`config.mk`:
```
export PLATFORM = sky130hd
export DESIGN_NAME = emu_step_ctrl
export DESIGN_NICKNAME = d
export VERILOG_FILES = /design/src/rtl/emu_step_ctrl.sv
export SDC_FILE = /design/constraint.sdc
export NUM_CORES = 1
export LEC_CHECK = 0
export ABC_CLOCK_PERIOD_IN_PS = 2100
export BUFFER_PORTS_ARGS = -buffer_cell sky130_fd_sc_hd__buf_2
export CAP_MARGIN = 20
export CELL_PAD_IN_SITES_DETAIL_PLACEMENT = 2
export CELL_PAD_IN_SITES_GLOBAL_PLACEMENT = 2
export CORE_AREA = 10 10 101 103
export DETAILED_ROUTE_END_ITERATION = 10
export DIE_AREA = 0 0 111 113
export PLACE_DENSITY = 0.75
export SYNTH_ARGS = -nofsm -noshare
export SYNTH_HDL_FRONTEND = slang
export SYNTH_SLANG_ARGS = --single-unit
```
`constraint.sdc`:
```
create_clock -name clk -period 2.1 [get_ports clk]
set_input_delay 0 -clock clk [delete_from_list [all_inputs] [get_ports clk]]
set_output_delay 0 -clock clk [all_outputs]
set_load 0.01 [all_outputs]
```
`src/rtl/emu_step_ctrl.sv`:
```
// emu_step_ctrl: emulation clock-step controller.
// Turns go/stop requests into per-channel clock-enable pulses for
// single-step, N-step burst and free-run operation.
// Build option: define EMU_STEP_CTRL_SYNC_EN to pass go_i/stop_i through
// two-flop synchronisers (adds two cycles to every go/stop latency).
//
// state    | meaning
// ---------+-----------------------------------------------------------
// ST_IDLE  | waiting for a go rising edge, no enables
// ST_RUN   | step cycles in progress (clk_en_o = latched mask)
// ST_DONE  | one-cycle done_o pulse, back to idle next cycle

module emu_step_ctrl #(
    parameter int NUM_CH = 2,
    parameter int CNT_W  = 16
) (
    input  logic              clk,
    input  logic              rst_n,
    input  logic              go_i,
    input  logic              stop_i,
    input  logic [1:0]        mode_i,
    input  logic [CNT_W-1:0]  steps_i,
    input  logic [NUM_CH-1:0] ch_mask_i,
    output logic [NUM_CH-1:0] clk_en_o,
    output logic              busy_o,
    output logic              done_o,
    output logic [CNT_W-1:0]  step_count_o
);

    typedef enum logic [1:0] {
        ST_IDLE = 2'd0,
        ST_RUN  = 2'd1,
        ST_DONE = 2'd2
    } state_t;

    localparam logic [1:0] MODE_SINGLE = 2'd0;
    localparam logic [1:0] MODE_BURST  = 2'd1;
    localparam logic [1:0] MODE_FREE   = 2'd2;

    logic go_s;
    logic stop_s;

`ifdef EMU_STEP_CTRL_SYNC_EN
    logic go_meta_q;
    logic go_sync_q;
    logic stop_meta_q;
    logic stop_sync_q;

    // Two-flop synchronisers for the asynchronous go/stop sources.
    always_ff @(posedge clk) begin
        if (!rst_n) begin
            go_meta_q   <= 1'b0;
            go_sync_q   <= 1'b0;
            stop_meta_q <= 1'b0;
            stop_sync_q <= 1'b0;
        end else begin
            go_meta_q   <= go_i;
            go_sync_q   <= go_meta_q;
            stop_meta_q <= stop_i;
            stop_sync_q <= stop_meta_q;
        end
    end

    assign go_s   = go_sync_q;
    assign stop_s = stop_sync_q;
`else
    assign go_s   = go_i;
    assign stop_s = stop_i;
`endif

    state_t              state_q;
    logic                go_prev_q;
    logic [1:0]          mode_q;
    logic [NUM_CH-1:0]   mask_q;
    logic [CNT_W-1:0]    rem_q;
    logic [NUM_CH-1:0]   clk_en_q;
    logic                busy_q;
    logic                done_q;
    logic [CNT_W-1:0]    count_q;

    logic start_evt;
    assign start_evt = go_s & ~go_prev_q;

    // Run FSM with registered outputs; the first step is issued on the
    // start edge itself, so the remaining counter is loaded with N-1 there.
    always_ff @(posedge clk) begin
        if (!rst_n) begin
            state_q   <= ST_IDLE;
            go_prev_q <= 1'b0;
            mode_q    <= MODE_SINGLE;
            mask_q    <= '0;
            rem_q     <= '0;
            clk_en_q  <= '0;
            busy_q    <= 1'b0;
            done_q    <= 1'b0;
            count_q   <= '0;
        end else begin
            go_prev_q <= go_s;
            case (state_q)
                ST_IDLE: begin
                    clk_en_q <= '0;
                    busy_q   <= 1'b0;
                    done_q   <= 1'b0;
                    if (start_evt && !stop_s) begin
                        mode_q <= (mode_i == 2'd3) ? MODE_SINGLE : mode_i;
                        mask_q <= ch_mask_i;
                        busy_q <= 1'b1;
                        if (mode_i == MODE_BURST && steps_i == '0) begin
                            state_q <= ST_DONE;
                            done_q  <= 1'b1;
                            rem_q   <= '0;
                        end else begin
                            state_q  <= ST_RUN;
                            clk_en_q <= ch_mask_i;
                            count_q  <= count_q + CNT_W'(1);
                            rem_q    <= (mode_i == MODE_BURST) ? steps_i - CNT_W'(1) : '0;
                        end
                    end
                end
                ST_RUN: begin
                    busy_q <= 1'b1;
                    if (stop_s || (mode_q != MODE_FREE && rem_q == '0)) begin
                        state_q  <= ST_DONE;
                        clk_en_q <= '0;
                        done_q   <= 1'b1;
                    end else begin
                        clk_en_q <= mask_q;
                        count_q  <= count_q + CNT_W'(1);
                        if (mode_q == MODE_BURST) begin
                            rem_q <= rem_q - CNT_W'(1);
                        end
                    end
                end
                ST_DONE: begin
                    state_q  <= ST_IDLE;
                    clk_en_q <= '0;
                    busy_q   <= 1'b0;
                    done_q   <= 1'b0;
                end
                default: begin
                    state_q  <= ST_IDLE;
                    clk_en_q <= '0;
                    busy_q   <= 1'b0;
                    done_q   <= 1'b0;
                end
            endcase
        end
    end

    assign clk_en_o     = clk_en_q;
    assign busy_o       = busy_q;
    assign done_o       = done_q;
    assign step_count_o = count_q;

endmodule

```
==> out/qor.csv <==
stage,metric,value,unit
floorplanning,chip width,111,um
timing,Slew @ Worst Pin,0.4025,ns
logic_synthesis,total nets after synthesis,344,
route,Routed met3 length,261,um
critical_path,Worst Path Required,2.29,ns
cts,worst skew pair latency,0.30,ns
final_layout,# diodes,0,
route,via count,2556,
timing,RSZ-0062 raised after global routing,false,
route,post-route ant nets,0,
final_layout,"most common cell after layout, fill and taps aside",buf_2,
cts,setup repair bufs after CTS,0,
grt,vias in the first global route,2849,
timing,Rel. slew slack,0.7296,
timing,clock skew,0.004919,ns
final_layout,fillcell total,958,
grt,pin count of the biggest net entering global routing,23,
logic_synthesis,"EDFF count, synth",0,
timing,setup tns final,0,ns
timing,final worst path period need,1.933,ns
placement,dpl ws,0.05064,ns
placement,DPL Wire Length,6.650,mm
final_layout,final net count,405,
cts,clk buf depth,2,
grt,initial antenna violation count,0,
route,1st-pass router iterations,4,
cts,CTS Buf Count,5,
power,pwr dens,576.6,mW/mm^2
cts,htree depth,2,
route,max layer used,met4,
critical_path,WP data arrival,2.13,ns
logic_synthesis,"Top FF cell, synth",dfxtp_1,
logic_synthesis,synthesis warning total,0,
route,mean number of vias per cell,5.314,
cts,CTS tree,built,
grt,first-pass GRT wire length,14.69,mm
timing,Final Max Slew Viols,0,
timing,Final Hold Fails,0,
logic_synthesis,Mapped Area,0.002623,sq mm
power,leakage,1.316,nW
placement,RD Place Congestion,0.7918,
logic_synthesis,Yosys reg bits,43,
power,Seq pwr share,0.464,
timing,Final setup viols,0,
critical_path,crit start category,flip-flop,
grt,Overflow after GRT,0,
critical_path,critical path capture point type,flip-flop,
logic_synthesis,register area share after synthesis,0.3282,
power,Tot Pwr,1.849,mW
cts,"CTS clk-pin slew, worst paths",0.08,ns
grt,all-layer global routing usage,0.1392,
final_layout,Layout area overhead,22.28,%
floorplanning,Row Count,33,
final_layout,most frequent cells in the layout,"43 x buf_2, 41 x dfxtp_1, 33 x nand2_1",
route,final WL,8.759,mm
power,clock share of power,0.349,
cts,Root Buffer,clkbuf_8,
power,net switching power figure,0.5289,mW
power,Int Pwr,1.320,mW
route,Avg WL per Cell,18.21,um
timing,FMAX,517.4,MHz
cts,clock sinks,43,
timing,Tcrit/Tclk final,0.9204,
power,Logic pwr share,0.187,
final_layout,layout cell share with drive strength beyond 1,0.2553,
route,WL met2,4.384,mm
floorplanning,die height,113,um
floorplanning,initial core utilization,0.3224,
critical_path,CP max FO,6,
power,Sw Share,0.2860,
route,drt drc,0,
route,DRT iter0 DRCs,96,
floorplanning,die area,0.01254,sq mm
timing,worst setup margin,0.1672,ns
logic_synthesis,Synth Instances,315,
floorplanning,IO Pins,44,
logic_synthesis,Syn Area/Cell,8.325,sq um
flow_run,max cap viols,0,
power,peak supply drop,0.2435,mV
min_path,Worst Hold Class,in2reg,
outcome,status,"complete, no violations",
route,M1 WL,4.023,mm
logic_synthesis,post-synth cell types,52,
placement,number of port buffers,43,
critical_path,Setup CP Type,reg2reg,
logic_synthesis,"Async S/R FF share, synth",0,
floorplanning,core box area,0.008134,sq mm
registers in the layout, indices dropped and copies added, names as in the netlist:
register      flops
step_count_o     16
busy_o            1
mode_q            2
clk_en_o          2
done_o            1
rem_q            16
go_prev_q         1
state_q           2
mask_q            2
kinds of logic after synthesis:
family,count (synthesis),synth area share
AND/OR/NAND/NOR,137,0.2872
AO/OA/AOI/OAI,81,0.2300
flip-flops,43,0.3282
XOR/XNOR,28,0.09351
buffers and inverters,21,0.03721
adder cells (fa/ha/maj),5,0.02385
power by group through the flow:
stage | combinational, mW | clock, mW | sequential, mW
after global routing | 0.389 | 0.693 | 0.862
after floorplan | 0.201 | 0 | 0.873
final | 0.346 | 0.645 | 0.858
after detailed placement | 0.340 | 0 | 0.876
after CTS | 0.350 | 0.671 | 0.858
after global placement | 0.328 | 0 | 0.875
metal layers:
layer	vias to the layer above	global-route usage
li1	1246	-
met1	1264	0.1636
met2	41	0.2520
met3	5	0.02694
met4	0	0.03646
met5	-	0
final timing paths:
path	depth (start not counted)	from	slack, ns	to
worst max-delay path	7	rem_q[12]	0.17	rem_q[10]
worst min-delay path	3	mode_i[0]	0.0001	mode_q[1]
worst max register to register	7	rem_q[12]	0.17	rem_q[10]
worst min register to register	2	mode_q[1]	0.48	mode_q[1]
metrics by stage:
step                instance area [sq um]    util  hold WS [ns]  instances
finish                               3207  0.3942     0.0001448        481
floorplan                            2623       -        0.1217        315
global placement                     3048  0.3747        0.2187        470
global route                         3207  0.3942       0.01555        481
CTS                                  3191  0.3922      0.003428        481
detailed placement                   3048  0.3747        0.2342        470
area by class of cell:
class	count	area, sq um	share of cell area
timing repair buffer	66	401.6	0.1252
tap	105	131.4	0.04097
multi-input combinational	251	1674	0.5220
inverter	9	33.78	0.01053
clock buffer	6	72.57	0.02263
sequential	43	863.3	0.2692
clock inverter	1	30.03	0.009364
timing repair:
action / CTS / global route
endpoints found under the hold margin: 4 / 0
resized for setup: 0 / 6
hold buffers: 4 / 0
endpoints found under the setup margin: 0 / 15
worst max-delay path, cell delays in order, from the launching register on:
cell     delay [ns]
dfxtp_1        0.33
nor4_2         0.32
nand3_1        0.22
nor2_1         0.31
o21ai_2        0.10
and2_0         0.17
buf_4          0.16
a32o_1         0.21
cells in the mapped netlist, types with 3 or more instances:
cell      instances  area (sq um)
o32ai_1           4         35.03
nor2b_1           3         18.77
o22ai_1           4         25.02
or2_2             3         18.77
xor2_1           24         210.2
nand2_1          33         123.9
a32o_1            5         50.05
nor4_4            3         63.81
ha_1              5         62.56
o21ai_0          20         100.1
nand4_1           8         50.05
xnor2_1           4         35.03
buf_2             3         15.01
and2_1           17         106.4
clkbuf_1          7         26.28
nand2b_1          4         25.02
a211oi_1          5         37.54
a21boi_0         13         97.59
dfxtp_1          43         860.8
inv_1             9         33.78
nor3_1           12         60.06
a21oi_2           7         61.31
a21oi_1           7         35.03
nor2_1           30         112.6
nand3_1          10         50.05
No activity file was read; power rests on OpenSTA's default activity.
